===== src/rtl/maxpool_2x2.sv =====
// Stride-2 2x2 max-pooling stage fed by the two-row line buffer.
// Keeps only even row pairs and emits one registered maximum per 2x2 window.
module maxpool_2x2 #(
  parameter int DATA_W = 32,
  parameter int IMG_W  = 28,
  parameter int IMG_H  = 28,
  parameter int SIGNED = 1
) (
  input  logic              clk,
  input  logic              rst,
  input  logic [DATA_W-1:0] d_in1,
  input  logic [DATA_W-1:0] d_in2,
  input  logic              in_valid,
  output logic [DATA_W-1:0] d_out,
  output logic              out_valid,
  output logic              frame_done
);

  localparam int COL_W  = (IMG_W > 2) ? $clog2(IMG_W) : 1;
  localparam int PAIR_W = (IMG_H > 2) ? $clog2(IMG_H - 1) : 1;
  localparam logic [COL_W-1:0]  COL_LAST  = COL_W'(IMG_W - 1);
  localparam logic [PAIR_W-1:0] PAIR_LAST = PAIR_W'(IMG_H - 2);

  logic [COL_W-1:0]  col_q, col_d;
  logic [PAIR_W-1:0] pair_q, pair_d;
  logic [DATA_W-1:0] hold_q, hold_d;
  logic [DATA_W-1:0] dOut_q, dOut_d;
  logic              outValid_q, outValid_d;
  logic              frameDone_q, frameDone_d;
  logic [DATA_W-1:0] vMax;

  function automatic logic [DATA_W-1:0] maxOf(input logic [DATA_W-1:0] a,
                                               input logic [DATA_W-1:0] b);
    logic aWins;
    if (SIGNED != 0) aWins = ($signed(a) > $signed(b));
    else             aWins = (a > b);
    return aWins ? a : b;
  endfunction

  assign vMax = maxOf(d_in1, d_in2);

  // Even columns park the vertical max; odd columns of even pairs close the window.
  always_comb begin
    col_d       = col_q;
    pair_d      = pair_q;
    hold_d      = hold_q;
    dOut_d      = dOut_q;
    outValid_d  = 1'b0;
    frameDone_d = 1'b0;
    if (in_valid) begin
      if (!col_q[0]) begin
        hold_d = vMax;
      end else if (!pair_q[0]) begin
        dOut_d      = maxOf(hold_q, vMax);
        outValid_d  = 1'b1;
        frameDone_d = (pair_q == PAIR_LAST) && (col_q == COL_LAST);
      end
      if (col_q == COL_LAST) begin
        col_d  = '0;
        pair_d = (pair_q == PAIR_LAST) ? '0 : pair_q + 1'b1;
      end else begin
        col_d = col_q + 1'b1;
      end
    end
  end

  always_ff @(posedge clk or posedge rst) begin
    if (rst) begin
      col_q       <= '0;
      pair_q      <= '0;
      hold_q      <= '0;
      dOut_q      <= '0;
      outValid_q  <= 1'b0;
      frameDone_q <= 1'b0;
    end else begin
      col_q       <= col_d;
      pair_q      <= pair_d;
      hold_q      <= hold_d;
      dOut_q      <= dOut_d;
      outValid_q  <= outValid_d;
      frameDone_q <= frameDone_d;
    end
  end

  assign d_out      = dOut_q;
  assign out_valid  = outValid_q;
  assign frame_done = frameDone_q;

endmodule


===== config.mk =====
export PLATFORM = sky130hd
export DESIGN_NAME = maxpool_2x2
export DESIGN_NICKNAME = d
export VERILOG_FILES = /design/src/rtl/maxpool_2x2.sv
export SDC_FILE = /design/constraint.sdc
export NUM_CORES = 1
export LEC_CHECK = 0
export BUFFER_PORTS_ARGS = -buffer_cell sky130_fd_sc_hd__buf_4
export CAP_MARGIN = 25
export CORE_UTILIZATION = 62
export CTS_CLUSTER_SIZE = 30
export DETAILED_ROUTE_END_ITERATION = 8
export GPL_TIMING_DRIVEN = 0
export PLACE_DENSITY = 0.84
export SETUP_SLACK_MARGIN = 0.4
export SYNTH_ARGS = -nofsm -noshare
export SYNTH_HDL_FRONTEND = slang
export SYNTH_SLANG_ARGS = --single-unit
export TNS_END_PERCENT = 50

===== constraint.sdc =====
create_clock -name clk -period 4.35 [get_ports clk]
set_clock_uncertainty 0.15 [all_clocks]
set_input_delay 0.6525 -clock clk [delete_from_list [all_inputs] [get_ports clk]]
set_output_delay 0.6525 -clock clk [all_outputs]
set_load 0.01 [all_outputs]

==> out/qor.txt, run 1 <==
status -> did not finish
Stop stage -> global routing
Stop Error -> [ERROR GRT-0232] Routing congestion too high. Check the congestion heatmap in the GUI.
ys flop type -> dfrtp_1
all-layer global routing usage -> 0.923
Die W -> 98.6 µm
count leader, synth -> nand2_1
Port-buffer cells -> 99
Die Ht -> 98.6 µm
synthesized cell area -> 5780 µm²
worst_ep kind -> register data pin
Syn. warnings -> 0
largest net degree at the start of global routing -> 46
cells after synthesis -> 634
number of synthesized flops with an enable pin -> 0
total gr overflow -> 542
Initial Utilization -> 0.650
Mapped Nets -> 768
htree depth -> 3
Yosys top cell area share -> 0.329
CTS max path bufs -> 2
ys async rst share -> 1.00
Yosys top cell by area -> dfrtp_1
flops & latches, synth -> 76
DP Worst Slack -> -1.07 ns
count of cell types in the netlist -> 55
Rows -> 34
CTS Buf Count -> 9
Post-DP HPWL -> 12100 µm
GRT repair_timing worst endpoint -> d_out[30]$_DFFE_PP0P_/D
clk sinks -> 76
syn avg cell area -> 9.12 µm²
post-synthesis sequential area ratio -> 0.329
Post-synth top cells -> nand2_1 (120), dfrtp_1 (76), ha_1 (67)
top cells by area, synth -> dfrtp_1 (33%), ha_1 (14%), nand2_1 (7.8%)
CTS root buffer -> clkbuf_8
number of I/O pins -> 101
routability cong. -> 0.902
==> logic make-up after synthesis <==
family,after synthesis,synth area share
buffers and inverters,78,0.0604
AOI/OAI and AO/OA,190,0.271
DFF,76,0.329
xor gates and xnor gates,1,0.00151
adders and majority gates,67,0.145
muxes,3,0.00563
and+or+nand+nor,219,0.187
==> per-stage QoR <==
stage	setup TNS [ns]	utilization	instances	area [µm²]
floorplan	0	-	634	6040
detailed placement	-31.52	0.781	842	6950
CTS	-0.295	0.935	910	8310
global placement	-28.98	0.778	841	6920
==> per-layer routing <==
layer	global-route usage	GRT overflow
met1	0.876	1
met2	1.18	380
met3	0.667	1
met4	1.09	160
met5	0.159	0
==> repair_timing <==
| action | in CTS |
|---|---|
| cloned | 4 |
| gates resized for setup | 138 |
| setup buffers | 49 |
| setup endpoints to repair | 32 |
| hold buffers | 0 |
| pin swaps | 73 |
==> run 2: changes to the inputs <==
--- a/config.mk
+++ b/config.mk
@@ -7,12 +7,10 @@
 export LEC_CHECK = 0
 export BUFFER_PORTS_ARGS = -buffer_cell sky130_fd_sc_hd__buf_4
 export CAP_MARGIN = 25
-export CORE_UTILIZATION = 62
-export CTS_CLUSTER_SIZE = 30
+export CORE_UTILIZATION = 40
 export DETAILED_ROUTE_END_ITERATION = 8
 export GPL_TIMING_DRIVEN = 0
-export PLACE_DENSITY = 0.84
-export SETUP_SLACK_MARGIN = 0.4
+export PLACE_DENSITY_LB_ADDON = 0.15
 export SYNTH_ARGS = -nofsm -noshare
 export SYNTH_HDL_FRONTEND = slang
 export SYNTH_SLANG_ARGS = --single-unit
==> run 2 against run 1 <==
  * The flow now finishes, with violations (setup timing)
  * Area after synthesis unchanged
  * Synthesized cell count stayed put
==> out/qor.txt, run 2 <==
layout cells sized above 1 -> 0.414
Leak -> 3.79 nW
crit-path max FO -> 7
Final Hold Viols -> 0
R2R depth -> 12
Power Density -> 434 nW/µm²
RR Endpoint -> d_out[12]
Yosys top cell area share -> 0.329 (unchanged)
Die W -> 122 µm (+24%)
worst hold slack -> 0.114 ns
synthesized cell area -> 5780 µm² (unchanged)
DRT antenna net count -> 0
ys flop type -> dfrtp_1
total iterations of the first detailed-routing run -> 5
Layout area overhead -> 53.2%
slowest CP cell -> o21a_4
total gr overflow -> 0
CTS Buf Count -> 9 (unchanged)
Least-Margin Pin Slew -> 0.798 ns
Post-DP HPWL -> 12800 µm (+5.4%)
endpoints failing setup -> 32
number of I/O pins -> 101 (unchanged)
fmax -> 0.221 GHz
syn avg cell area -> 9.12 µm² (unchanged)
max_cap viols -> 0
commonest non-fill, non-tap cells in the layout -> buf_4 (127), nand2_1 (117), dfrtp_1 (76), ha_4 (37), nand3_1 (35)
Post-synth top cells -> nand2_1 (120), dfrtp_1 (76), ha_1 (67)
total length of routed wires -> 19000 µm
delay-heaviest family, CP -> compound AO/OA/AOI/OAI gates
CTS tree -> done
Clk Latency, worst-skew pair -> 0.34 ns
Worst Path Buf+Inv -> 10
Worst Hold Class -> input pin to asynchronous set/reset pin
initial antenna violation count -> 0
largest net degree at the start of global routing -> 59
flops & latches, synth -> 76 (unchanged)
initial detailed-routing violation count -> 281
hold_buf cts -> 0 (unchanged)
CTS root buffer -> clkbuf_16
vias -> 5776
core area -> 14000 µm²
Initial Utilization -> 0.413 (-0.237)
Die Ht -> 122 µm (+24%)
Mapped Nets -> 768 (unchanged)
unrepaired setup endpoints after global routing -> yes
DR DRC count -> 0
status -> finished with violations
DP Worst Slack -> -1.14 ns (-0.0616 ns)
Worst Setup Start Kind -> input pin
count leader, synth -> nand2_1
cells after synthesis -> 634 (unchanged)
critical path class -> input pin to flip-flop
die area -> 14900 µm²
crit path time final -> 4.52 ns
CP most frequent cell -> buf_6
Antenna Cells -> 0
Rows -> 43 (+26%)
routed vias/inst -> 5.83
clk sinks -> 76 (unchanged)
Clock Pin Slew Worst Setup and Hold Paths -> 0.06 ns
all-layer global routing usage -> 0.257
number of synthesized flops with an enable pin -> 0 (unchanged)
ys async rst share -> 1.00 (unchanged)
most common cell after layout, fill and taps aside -> buf_4
vias in the first global route -> 5628
worst r2r src -> hold_q[19]
Slew Viols, Final -> 0
Critical Path End Type -> flip-flop
routability cong. -> 0.861 (-4.5%)
Slew HR -> 0.468
critical path arrival -> 4.63 ns
period utilisation layout -> 1.04
violated checks -> setup timing
count of cell types in the netlist -> 55 (unchanged)
top cells by area, synth -> dfrtp_1 (33%), ha_1 (14%), nand2_1 (7.8%)
worst setup margin -> -0.167 ns
CTS max path bufs -> 2 (unchanged)
Yosys top cell by area -> dfrtp_1
Syn. warnings -> 0 (unchanged)
nets -> 939
DR WL/cell -> 19.2 µm
Port-buffer cells -> 99 (unchanged)
CP required -> 4.46 ns
R2R Setup Slk -> 1.70 ns
htree depth -> 3 (unchanged)
CP peak stage delay -> 0.27 ns
Max VDD drop -> 0.000190 V
post-synthesis sequential area ratio -> 0.329 (unchanged)
first-pass GRT wire length -> 29500 µm
==> run 2: how the worst max path moves through the flow <==
stage	start	cells past startpoint	slack, ns	endpoint
2_1_floorplan	d_in2[8]	21	0.0001	d_out[28]
3_3_place_gp	d_in1[31]	22	-1.11	d_out[3]
3_5_place_dp	d_in2[23]	21	-1.14	d_out[3]
4_1_cts	d_in2[5]	24	-0.04	d_out[6]
5_1_grt	d_in2[31]	26	-0.31	d_out[4]
6_report	d_in2[31]	26	-0.17	d_out[12]
==> run 2: cell families after synthesis <==
logic type / count (synthesis) / share of synthesized area
xor gates and xnor gates: 1 / 0.00151
DFF: 76 / 0.329
buffers and inverters: 78 / 0.0604
and+or+nand+nor: 219 / 0.187
adders and majority gates: 67 / 0.145
AOI/OAI and AO/OA: 190 / 0.271
muxes: 3 / 0.00563
==> run 2: worst reg2reg max path, cell delays in order, from the launching register on <==
cell and delay (ns):
dfrtp_1 0.43, ha_4 0.30, nand4_1 0.14, nor4_4 0.31
nand2_1 0.11, o211ai_1 0.15, nand3_1 0.17, a21oi_4 0.22
buf_6 0.14, buf_6 0.12, clkbuf_16 0.16, nand3_2 0.08
o211ai_2 0.09
==> run 2: timing repair <==
action | in CTS | in global routing
resized for setup | 152 | 44
gates cloned | 5 | 0
setup buffers | 38 | 19
setup endpoints to repair | 32 | 32
hold endpoints to repair | 0 | 0
pin swaps | 58 | 34
==> run 2: final cells by class <==
class,count,area (µm²)
repair buffers,161,1480
clock buffers,9,225
well taps,180,225
multi-input cells,480,4400
clock inverters,7,76.3
inverters,41,180
fillers,1114,5130
plain buffers,36,374
flip-flops and latches,76,1900
==> run 2: routing by layer <==
metal | vias to the layer above | GRT usage | part of all wire
met5 | - | 0 | 0
met1 | 2834 | 0.353 | 0.44
met3 | 39 | 0.0381 | 0.051
met2 | 187 | 0.417 | 0.48
li1 | 2716 | - | -
met4 | 0 | 0.0777 | 0.021
==> run 2: metrics by stage <==
step	TNS [ns]	total power, W	area, µm²	util	cells
after floorplan	0	0.00202	5930	-	634
after global placement	-32.48	0.00254	6900	0.493	913
after detailed placement	-33.30	0.00258	6930	0.496	914
after CTS	-0.388	0.00374	8520	0.609	972
after global routing	-8.96	0.00408	8860	0.633	990
final	-4.58	0.00385	8860	0.633	990
==> run 2: where the power goes <==
group	internal [W]	switching [W]	total [W]
sequential	0.000946	0.000215	0.00116
combinational	0.000953	0.000965	0.00192
clock	0.000447	0.000323	0.000771
total	0.00235	0.00150	0.00385
Note: power is estimated with default switching activity, not from simulation.
